===== config.mk =====
export PLATFORM = sky130hd
export DESIGN_NAME = vec_mem_seq
export DESIGN_NICKNAME = d
export VERILOG_FILES = /design/src/rtl/vec_mem_seq.sv
export SDC_FILE = /design/constraint.sdc
export NUM_CORES = 1
export LEC_CHECK = 0
export ABC_AREA = 1
export CORE_ASPECT_RATIO = 1.75
export CORE_MARGIN = 3
export CORE_UTILIZATION = 48
export CTS_CLUSTER_SIZE = 16
export DETAILED_ROUTE_END_ITERATION = 7
export GPL_TIMING_DRIVEN = 0
export MAX_ROUTING_LAYER = met4
export PLACE_DENSITY = 0.85
export SYNTH_ARGS = -nofsm -noshare
export SYNTH_HDL_FRONTEND = slang
export SYNTH_SLANG_ARGS = --single-unit

===== constraint.sdc =====
create_clock -name clk -period 1.7 [get_ports clk]
set_clock_uncertainty 0.05 [all_clocks]
set_input_delay 0.34 -clock clk [delete_from_list [all_inputs] [get_ports clk]]
set_output_delay 0.34 -clock clk [all_outputs]
set_load 0.01 [all_outputs]

===== src/rtl/vec_mem_seq.sv =====
// vec_mem_seq: sequences the memory accesses of one vector or scalar load/store
// instruction. A vector op issues LANES element requests; a scalar op issues one
// request on lane 0. The downstream pipeline is stalled while requests are in
// flight.
//
// Build option: define VEC_MEM_SEQ_STRIDE_EN to add the stride port. The address
// then advances by the latched stride per element. Without the macro, the address
// advances by 1.
//
// Ports:
//   clk        single clock, rising edge
//   reset      asynchronous, active-low reset
//   start      decoded memory instruction present in execute stage
//   mem_op     00 none, 01 vector, 10/11 scalar
//   mem_st     1 = store, 0 = load
//   base_addr  first element address, sampled when the sequence is accepted
//   stride     per-element address increment (VEC_MEM_SEQ_STRIDE_EN only)
//   abort      pipeline flush, cancels the active sequence
//   mem_gnt    memory accepted the current request
//   mem_req    request valid
//   mem_we     write enable for the current request
//   mem_addr   current element address
//   lane_sel   current element index
//   pipe_en    downstream pipeline enable, 0 = stall
//   busy       sequence in progress
//   done       one-cycle completion pulse
module vec_mem_seq #(
    parameter int unsigned LANES  = 4,
    parameter int unsigned ADDR_W = 18
) (
    input  logic                       clk,
    input  logic                       reset,
    input  logic                       start,
    input  logic [1:0]                 mem_op,
    input  logic                       mem_st,
    input  logic [ADDR_W-1:0]          base_addr,
`ifdef VEC_MEM_SEQ_STRIDE_EN
    input  logic [ADDR_W-1:0]          stride,
`endif
    input  logic                       abort,
    input  logic                       mem_gnt,
    output logic                       mem_req,
    output logic                       mem_we,
    output logic [ADDR_W-1:0]          mem_addr,
    output logic [$clog2(LANES)-1:0]   lane_sel,
    output logic                       pipe_en,
    output logic                       busy,
    output logic                       done
);

    localparam int unsigned LW = $clog2(LANES);

    typedef enum logic [1:0] {
        IDLE,
        ISSUE,
        DONE
    } state_t;

    state_t            state;
    logic [LW-1:0]     last_lane;   // index of the final element of this sequence
    logic [ADDR_W-1:0] addr_inc;
    logic              accept;

`ifdef VEC_MEM_SEQ_STRIDE_EN
    logic [ADDR_W-1:0] stride_q;
`endif

    // abort in IDLE wins over start, so a flushed instruction is never accepted
    always_comb begin
        accept  = (state == IDLE) && start && (mem_op != 2'b00) && !abort;
        pipe_en = !(accept || (state == ISSUE));
    end

    always_comb begin
`ifdef VEC_MEM_SEQ_STRIDE_EN
        addr_inc = stride_q;
`else
        addr_inc = ADDR_W'(1);
`endif
    end

    always_ff @(posedge clk or negedge reset) begin
        if (!reset) begin
            state     <= IDLE;
            last_lane <= '0;
            mem_req   <= 1'b0;
            mem_we    <= 1'b0;
            mem_addr  <= '0;
            lane_sel  <= '0;
            busy      <= 1'b0;
            done      <= 1'b0;
`ifdef VEC_MEM_SEQ_STRIDE_EN
            stride_q  <= '0;
`endif
        end else begin
            done <= 1'b0;
            case (state)
                IDLE: begin
                    if (accept) begin
                        state     <= ISSUE;
                        mem_req   <= 1'b1;
                        mem_we    <= mem_st;
                        mem_addr  <= base_addr;
                        lane_sel  <= '0;
                        last_lane <= (mem_op == 2'b01) ? LW'(LANES - 1) : '0;
                        busy      <= 1'b1;
`ifdef VEC_MEM_SEQ_STRIDE_EN
                        stride_q  <= stride;
`endif
                    end
                end
                ISSUE: begin
                    // abort outranks a simultaneous grant; the granted element
                    // is still considered performed by memory
                    if (abort) begin
                        state   <= IDLE;
                        mem_req <= 1'b0;
                        mem_we  <= 1'b0;
                        busy    <= 1'b0;
                    end else if (mem_gnt) begin
                        if (lane_sel == last_lane) begin
                            state   <= DONE;
                            mem_req <= 1'b0;
                            mem_we  <= 1'b0;
                            done    <= 1'b1;
                        end else begin
                            lane_sel <= lane_sel + 1'b1;
                            mem_addr <= mem_addr + addr_inc;  // wraps modulo 2^ADDR_W
                        end
                    end
                end
                DONE: begin
                    state <= IDLE;
                    busy  <= 1'b0;
                end
                default: begin
                    state   <= IDLE;
                    mem_req <= 1'b0;
                    mem_we  <= 1'b0;
                    busy    <= 1'b0;
                end
            endcase
        end
    end

endmodule


* Word-level counts from Yosys, hierarchy flattened
Cells that the tools add are included.
** Word-level totals
- Register bits after elaboration :: 28
- Input bits :: 26
- Output and inout bits :: 25
- Word-level logic and storage cells :: 65
** Operators by class
- $add $sub $neg :: 2
- Eq/ne operators :: 11
- Mux-type cells :: 29
- Bitwise gates (word level) :: 1
- Reduce and logical (&&, ||, !) cells :: 14
** Operator list (count)
- $mux W18 :: 4
- $pmux W18 S2 :: 1
- $add A18 B1 Y18 const B :: 1
- $mux W2 :: 9
- $mux W1 :: 10
- $ne A2 B2 Y1 const B :: 5
- $pmux W2 S2 :: 2
- $pmux W1 S3 :: 2
- $reduce_and A5 Y1 :: 1
- $eq A2 B1 Y1 const B :: 2
- $reduce_and A2 Y1 :: 2
- $reduce_and A4 Y1 :: 1
- $reduce_bool A2 Y1 :: 2
- $logic_and A1 B1 Y1 :: 3
- $ne A3 B2 Y1 const B :: 1
- $ne A3 B3 Y1 const B :: 1
- $reduce_and A3 Y1 :: 1
- $add A2 B1 Y2 const B :: 1
- $eq A2 B2 Y1 :: 1
- $eq A2 B2 Y1 const B :: 1
- $logic_not A1 Y1 :: 2
- $logic_not A2 Y1 :: 1
- $pmux W1 S2 :: 1
- $logic_or A1 B1 Y1 :: 1
- $not A1 Y1 :: 1

* Longest topological paths before layout
Gate-level depths: netlist (run 1).
- Word-level depth :: 6
- Gate-level depth with buffers :: 10
- Mapped depth without buffers :: 10

* Worst setup path before layout (run 1)
OpenSTA, ideal clock, no wires.
- Path type :: register to register
- Start :: reg mem_addr[0]
- End :: reg mem_addr[16]
- Setup time :: 116 ps
- Data arrival time :: 1328 ps
- Setup slack :: 205 ps
- Cell stages (with the launch flop) :: 11
- Path buffers :: 0
- Clock period less this slack :: 1495 ps
- Cell sequence :: dfrtp_1 > ha_1 > nand2_1 > nor2_1 > nand2_1 > inv_1 > nand2_1 > nand2_1 > nand3_1 > nand2_1 > nand2_1
** Between the ends
- Longest elaborated chain between the ends :: 5
** RTL lines
- start: declaration :: RTL line 44 : output logic [ADDR_W-1:0] mem_addr,
- start signal: assignment :: RTL line 103 : mem_addr <= base_addr;
- start signal: assignment :: RTL line 128 : mem_addr <= mem_addr + addr_inc;
- $add A18 B1 Y18 :: RTL line 128
- $mux W18 :: RTL line 121 : if (lane_sel == last_lane) begin
- $mux W18 :: RTL line 120 : end else if (mem_gnt) begin
- $mux W18 :: RTL line 115 : if (abort) begin
- $pmux W18 S2 :: RTL line 97 : case (state)
Every way passes these cells. The select of a mux whose other input is x is not followed.
A chain may end at the register's enable or synchronous reset.

* Worst setup path in the final report (run 1)
- Start :: reg mem_addr[3]
- End :: out mem_addr[3]
No word-level cell between the ends.

==> impl_metrics.toml, run 1 <==
[clocking]
cts_tree = "yes"
post_cts_hold_buffer_count = 0
cts_buffers = 3
clock_sinks = 27
cts_max_level = 1
clock_transition_at_the_registers_of_the_reported_paths_ns = 0.09
clk_root_buffer_cell = "clkbuf_8"
cts.path.max_buffers = 2
clkLatencyLatePin_ns = 0.27

[routing]
routed_wl_um = 5010
first_pass_iters = 4
drt-vias-per-instance = 5.05
routedWlPerCell_um = 12.9
initialDrtViolationCount = 53
route.vias.total = 1960
route.detailed.drc = 0
ant_nets = 0

[layout]
fillers = 265
area_used_by_multi_input_combinational_logic_um2 = 995
area_growth_syn_to_layout_pct = 40.9
fin_nets = 371
drive_gt1_frac = 0.160
regArea_um2 = 686
postLayoutCoreUtil = 0.726
antenna-diode-count = 0
fin_cells = 388

[worst_setup_path]
timing.critical_path.slowest_stage_cell = "clkdlybuf4s50_1"
criticalPathCategory = "reg -> out"
timing.reg2reg.worst_path_depth = 10
path_max_fanout = 5
worst_setup_path_end_kind = "output pin"
critical_path.reg2reg.startpoint = "state[1]"
path_cells = "clkdlybuf4s50_1"
worst_path_largest_cell_delay_ns = 0.57
r2r_end = "mem_addr[7]"
worst_ep_required_time_ns = 1.31
critical-path-top-delay-family = "buffers and inverters"
crit_path_start_kind = "flip-flop"
setup.reg_to_reg.worst_slack_ns = 0.09
arrival_time_worst_endpoint_ns = 1.27
crit_buf_inv = 1

[die]
design.portCount = 51
chipWidth_um = 52.1
core_area_mm2 = 0.00347
std_cell_rows = 28
y_dimension_of_the_die_um = 86.7
die_area_mm2 = 0.00452
initial_core_util = 0.516

[synth]
synth.net_count = 306
syn_area_mm2 = 0.00179
yosys.cell_types.count = 26
syn_inst = 279
synth_top_area_cell = "dfrtp_1"
synth-seq-area-share = 0.378
netlist_top_cells_count = "nand2_1, nor2_1, dfrtp_1, nand3_1, inv_1"
synth-edff-count = 0
postSynthRegisterBits = 27
ys_top_cells_by_area = "dfrtp_1, nand2_1, nor2_1"
synth_most_common_cell = "nand2_1"
async_reset_ff_frac = 1.00
post-synth-top-area-fraction = 0.378
ys_dominant_reg_cell = "dfrtp_1"
yosysWarningCount = 0
syn_avg_cell_area_um2 = 6.41

[sta]
timing_hold_violations_final = 0
report.final.slew_viol_count = 0
final_period_minus_worst_setup_slack_ns = 1.66
grt_setup_unrepaired = "false"
timing.final.setup_violations = 0
timing_worst_slew_pin_value_ns = 0.635
ratio_of_final_minimum_period_to_clock_period = 0.976
layout_setup_ws_ns = 0.0414
slew_headroom = 0.576
tns_ns = 0
timing.fmax_mhz = 603
worst_hold_slack_ns = 0.0250

[run_status]
run_status = "complete, no violations"

[worst_hold_path]
holdCritPathClass = "in -> async"

[power]
leakage_uw = 0.00128
power.density_mw_per_mm2 = 1680
design_internal_power_uw = 2300
share_clk_of_total_power = 0.089
p_switching_uw = 1920
power_frac_comb = 0.612
power.switching_fraction = 0.454
power.share.sequential = 0.300
ir_drop_mv = 1.31

[global_routing]
number_of_global_route_vias_before_repair = 1982
antenna_found_initial = 0
maximum_number_of_pins_on_one_net_before_global_route_repair = 28
overflow = 0
first_pass_grt_wire_length_um = 8310
track_usage = 0.246

[placement]
routabilityCongestion = 0.898
portBuffers = 50
detailedPlace.worstSlack_ns = -0.462
detailed_place_hpwl_um = 3560
dp.cells = 374

[job]
cap_violations = 0
placed cells by master, fill, tap and decap left out, types with 3 or more instances in the layout:
| cell type | n |
|---|---|
| nand2_1 | 117 |
| inv_2 | 4 |
| o21ai_2 | 5 |
| nor2_2 | 7 |
| dfrtp_2 | 8 |
| dfrtp_1 | 19 |
| nand2_2 | 4 |
| buf_4 | 12 |
| inv_1 | 20 |
| dlymetal6s2s_1 | 6 |
| clkbuf_8 | 3 |
| nand4_1 | 4 |
| buf_2 | 3 |
| clkdlybuf4s50_1 | 41 |
| nor3_1 | 3 |
| nand3_1 | 23 |
| o21ai_0 | 3 |
| nor2_1 | 39 |
worst max path at each step:
stage | from | to | slack (ns) | depth (start not counted)
2_1_floorplan | mem_addr[0] | mem_addr[16] | 0.21 | 10
3_3_place_gp | abort | pipe_en | -0.44 | 6
3_5_place_dp | abort | pipe_en | -0.46 | 6
4_1_cts | mem_addr[8] | mem_addr[8] | 0.002 | 1
5_1_grt | state[1] | mem_addr[2] | 0.003 | 10
6_report | mem_addr[3] | mem_addr[3] | 0.04 | 1
state kept, by name (all words and copies together), names as in the netlist:
register,flops
mem_addr,18
lane_sel,2
state,2
busy,1
done,1
last_lane,1
mem_req,1
mem_we,1
final cells by class:
type,instances,area share
inverters,25,0.0383
repair buffers,61,0.233
multi-input cells,220,0.395
flip-flops and latches,27,0.272
well taps,45,0.0224
plain buffers,6,0.0214
clock buffers,4,0.0179
cell families (layout without fill, tap and decap cells):
group,count (synthesis),in the layout,synth area share
buffers and inverters,32,96,0.0798
and+or+nand+nor,204,204,0.474
AOI/OAI and AO/OA,12,12,0.0462
adders and majority gates,1,1,0.00700
DFF,27,27,0.378
xor gates and xnor gates,3,3,0.0147
through the flow:
step,cell area (µm²),total power [µW]
finish,2520,4220
global route,2520,4590
CTS,2440,4100
detailed placement,2340,3640
global placement,2340,3570
floorplan,1790,2660
power by group through the flow:
stage,sequential (µW),clock (µW),combinational [µW]
5_1_grt,1310,410,2870
4_1_cts,1280,380,2440
3_5_place_dp,1310,0,2330
3_3_place_gp,1290,0,2280
2_1_floorplan,1360,0,1310
6_report,1260,374,2580
per-layer routing:
metal	global-route usage	part of all wire	vias up
met5	-	0	-
met1	0.245	0.36	891
met3	0.0396	0.057	12
met4	0.116	0.026	0
met2	0.449	0.56	64
li1	-	-	993
timing repair:
item                       CTS  global route
pin swaps                    2             2
buffers inserted             6             5
resized for setup           12            19
setup endpoints to repair    5            31
No activity file was read; power rests on OpenSTA's default activity.
==> run 2: changes to the inputs <==
- CORE_UTILIZATION: 48 -> 40
- PLACE_DENSITY: 0.85 -> 0.74
- SLEW_MARGIN: default -> 10
==> impl_metrics.toml, run 2 (synthesized netlist as in run 1, its figures left out) <==
[routing]
route.vias.total = 1967
first_pass_iters = 4
initialDrtViolationCount = 43
drt-vias-per-instance = 5.01
route.detailed.drc = 0
routed_wl_um = 4880
routedWlPerCell_um = 12.4
ant_nets = 0

[clocking]
cts_buffers = 3
clk_root_buffer_cell = "clkbuf_8"
cts_tree = "yes"
cts_max_level = 1
cts.path.max_buffers = 2
clock_sinks = 27
clkLatencyLatePin_ns = 0.27
clock_transition_at_the_registers_of_the_reported_paths_ns = 0.09

[sta]
worst_hold_slack_ns = 0.0136
timing.final.setup_violations = 0
slew_headroom = 0.591
layout_setup_ws_ns = 0.0329
final_period_minus_worst_setup_slack_ns = 1.67
timing_worst_slew_pin_value_ns = 0.614
tns_ns = 0
timing.fmax_mhz = 600
ratio_of_final_minimum_period_to_clock_period = 0.981
timing_hold_violations_final = 0
grt_setup_unrepaired = "true"
report.final.slew_viol_count = 0

[layout]
largest_register = "mem_addr"
final_cell_mix = "nand2_1, clkdlybuf4s50_1, nor2_1"
postLayoutCoreUtil = 0.601
antenna-diode-count = 0
layout_top_registers = "mem_addr x18, lane_sel x2, state x2"
fin_area_mm2 = 0.00254
flip_flop_count_of_the_largest_register_all_copies_and_words_added = 18
mostFrequentLayoutCell = "nand2_1"
fin_nets = 372
drive_gt1_frac = 0.180
area_growth_syn_to_layout_pct = 42.1

[run_status]
run_status = "complete, no violations"

[power]
ir_drop_mv = 0.992
leakage_uw = 0.00128
power.density_mw_per_mm2 = 1650

[die]
core_area_mm2 = 0.00423
y_dimension_of_the_die_um = 94.4
std_cell_rows = 31
initial_core_util = 0.423
die_area_mm2 = 0.00534
chipWidth_um = 56.5
design.portCount = 51

[global_routing]
first_pass_grt_wire_length_um = 8150
antenna_found_initial = 0
overflow = 0
number_of_global_route_vias_before_repair = 1896
maximum_number_of_pins_on_one_net_before_global_route_repair = 28
track_usage = 0.197

[worst_setup_path]
worst_setup_path_end_kind = "output pin"
path_cells = "inv_2 > nand2_4 > nor2_4 > nand2_2 > inv_2 > nor2_2 > buf_2"
criticalPathCategory = "reg -> out"
timing.critical_path.slowest_stage_cell = "dfrtp_2"
crit_path_start_kind = "flip-flop"
timing.critical_path.mode_cell = "inv_2"
path_max_fanout = 4
arrival_time_worst_endpoint_ns = 1.28
worst_ep_required_time_ns = 1.31
worst_path_largest_cell_delay_ns = 0.45

[placement]
detailed_place_hpwl_um = 3650
detailedPlace.worstSlack_ns = -0.456
portBuffers = 50
placed_area_mm2 = 0.00234
routabilityCongestion = 0.867

[worst_hold_path]
holdCritPathClass = "in -> async"

[job]
cap_violations = 0
run 2: final timing paths:
check                      startpoint           end  slack, ns  cells past startpoint
setup / recovery             state[1]       pipe_en       0.03                      7
hold / removal                  reset        mem_we       0.01                      1
setup reg to reg             state[1]   mem_addr[7]       0.05                     10
hold reg to reg               mem_req       mem_req       0.44                      2
max in group asynchronous       reset  mem_addr[12]       1.14                      1
min in group clk                start  last_lane[0]       0.23                      2
run 2: worst max-delay path: cells and delay by family (launching register included):
family	cells	cell delay, ns
DFF	1	0.45
and+or+nand+nor	4	0.27
buffers and inverters	3	0.26
run 2: timing repair:
item / in CTS / in global routing
resized for setup: 11 / 25
endpoints found under the setup margin: 5 / 31
pin swaps: 2 / 5
setup buffers: 5 / 7
hold buffers: 0 / 0
run 2: area by class of cell:
cell class / count / area, µm²
Fill cell: 386 / 1690
Multi-Input combinational cell: 220 / 1000
Sequential cell: 27 / 691
Timing Repair Buffer: 62 / 596
Inverter: 25 / 93.8
Tap cell: 49 / 61.3
Buffer: 6 / 50.0
Clock buffer: 4 / 45.0
run 2: through the flow:
stage               power [µW]  cells
floorplan                 2660    279
global placement          3600    378
detailed placement        3650    378
CTS                       4090    386
global route              4580    393
finish                    4200    393
run 2: report_power, final:
part / internal (µW) / switching [µW] / total [µW]
logic: 1160 / 1340 / 2510
registers: 960 / 356 / 1320
clock network: 168 / 206 / 374
run 2: per-layer routing:
metal | wire length, µm | GRT usage | vias to the layer above
li1 | - | - | 997
met1 | 1920 | 0.202 | 917
met2 | 2690 | 0.367 | 45
met3 | 193 | 0.0246 | 8
met4 | 73 | 0.0891 | 0
met5 | 0 | - | -
==> run 3: changes to the inputs <==
- clock period: 1.7 -> 1.9 ns (I/O delays scaled with it)
==> impl_metrics.toml, run 3 (synthesized netlist as in run 1, its figures left out) <==
[run_status]
run_status = "complete, no violations"

[power]
ir_drop_mv = 0.854
leakage_uw = 0.00117
power.density_mw_per_mm2 = 1490

[layout]
antenna-diode-count = 0
layout_top_registers = "mem_addr x18, lane_sel x2, state x2"
final_cell_mix = "nand2_1, clkdlybuf4s50_1, nor2_1"
flip_flop_count_of_the_largest_register_all_copies_and_words_added = 18
postLayoutCoreUtil = 0.567
mostFrequentLayoutCell = "nand2_1"
drive_gt1_frac = 0.102
fin_area_mm2 = 0.00240
largest_register = "mem_addr"
fin_nets = 361
area_growth_syn_to_layout_pct = 34.0

[worst_setup_path]
setup.reg_to_reg.worst_slack_ns = 0.23
path_max_fanout = 3
crit_path_start_kind = "primary input"
timing.reg2reg.worst_path_depth = 10
critical-path-top-delay-family = "buffers and inverters"
worst_path_largest_cell_delay_ns = 0.47
worst_ep_required_time_ns = 1.47
timing.critical_path.mode_cell = "nor2_1"
arrival_time_worst_endpoint_ns = 1.34
timing.critical_path.slowest_stage_cell = "clkdlybuf4s50_1"
criticalPathCategory = "in -> out"
path_cells = "clkdlybuf4s50_1 > nor2_1 > nor2_1 > nand2_2 > inv_2 > nor2_1 > clkbuf_2"
worst_setup_path_end_kind = "output pin"
crit_buf_inv = 3
crit_cells = 7

[routing]
met3_length_um = 180
drt-vias-per-instance = 4.90
routed-wl-met2_um = 2550
route.detailed.drc = 0
wl_met1_um = 1820
route.vias.total = 1872
routedWlPerCell_um = 12.1
first_pass_iters = 4
routed_wl_um = 4630
ant_nets = 0
top_layer_used = "met4"
initialDrtViolationCount = 32

[global_routing]
first_pass_grt_wire_length_um = 8070
overflow = 0
maximum_number_of_pins_on_one_net_before_global_route_repair = 28
track_usage = 0.196
number_of_global_route_vias_before_repair = 1872
antenna_found_initial = 0

[placement]
detailed_place_hpwl_um = 3650
portBuffers = 50
routabilityCongestion = 0.867
placed_area_mm2 = 0.00234

[clocking]
clock_sinks = 27
cts_max_level = 1
cts_buffers = 3
cts.path.max_buffers = 2
cts_tree = "yes"
clkLatencyLatePin_ns = 0.27
clk_root_buffer_cell = "clkbuf_8"
clock_transition_at_the_registers_of_the_reported_paths_ns = 0.09

[sta]
timing_worst_slew_pin_value_ns = 0.612
timing.fmax_mhz = 564
tns_ns = 0
final_period_minus_worst_setup_slack_ns = 1.77
report.final.slew_viol_count = 0
timing.final.setup_violations = 0
grt_setup_unrepaired = "false"
timing_hold_violations_final = 0
ratio_of_final_minimum_period_to_clock_period = 0.933
slew_headroom = 0.592

[die]
core_area_mm2 = 0.00423
y_dimension_of_the_die_um = 94.4
initial_core_util = 0.423
chipWidth_um = 56.5
design.portCount = 51
std_cell_rows = 31
die_area_mm2 = 0.00534

[job]
cap_violations = 0

[worst_hold_path]
holdCritPathClass = "in -> async"
[run 3: changes by cell type in the layout (fill, tap and decap cells not counted), moves of 2 or more]
| cell | change |
|---|---|
| buf_4 | -11 |
| clkdlybuf4s50_1 | +6 |
| dfrtp_1 | +12 |
| dfrtp_2 | -12 |
| dlymetal6s2s_1 | -6 |
| nor2_1 | +5 |
| nor2_2 | -2 |
| nor2_4 | -3 |
[run 3: worst register-to-register path, stage by stage, from the launching register on]
cell and delay (ns):
dfrtp_1 0.44, ha_1 0.20, nand2_1 0.08, nor2_1 0.30, nand2_1 0.12, inv_1 0.11
nand2_1 0.06, nand2_1 0.05, nand3_1 0.06, nand2_1 0.06, nand2_1 0.04
[run 3: cell type report]
cell class | count | area (µm²)
buffer | 6 | 50.0
clock buffer | 4 | 45.0
fill | 409 | 1830
inverter | 25 | 93.8
multi-input combinational | 220 | 972
sequential | 27 | 676
tap | 49 | 61.3
timing repair buffer | 51 | 498
[run 3: what timing repair did]
item	in CTS	in global routing
gates resized for setup	6	1
hold buffers	0	0
pin swaps	2	0
setup endpoints to repair	1	1
setup buffers	1	0
[run 3: final timing paths]
check	from	endpoint
max in group asynchronous	reset	mem_addr[12]
max reg2reg	mem_addr[0]	mem_addr[16]
min reg2reg	mem_we	mem_we
min	reset	mem_we
max	mem_op[1]	pipe_en
min in group clk	mem_we	mem_we
[run 3: through the flow]
stage,setup slack (ns),hold WS (ns),total power [µW],instances
2_1_floorplan,0.405,0.0344,2380,279
3_3_place_gp,-0.342,0.412,3230,378
3_5_place_dp,-0.336,0.385,3270,378
4_1_cts,0.0120,0.0791,3620,382
5_1_grt,0.0427,0.0869,3920,382
6_report,0.128,0.0568,3570,382
[run 3: per-layer routing]
metal | track usage | vias to the layer above
met5 | - | -
li1 | - | 973
met1 | 0.201 | 849
met2 | 0.366 | 42
met3 | 0.0246 | 8
met4 | 0.0812 | 0
[run 3: report_power, final]
| part | leakage (µW) | switching [µW] | internal (µW) |
|---|---|---|---|
| registers | 0.000340 | 330 | 835 |
| clock network | 0.0000228 | 182 | 150 |
| logic | 0.000804 | 1130 | 947 |
| total | 0.00117 | 1640 | 1930 |
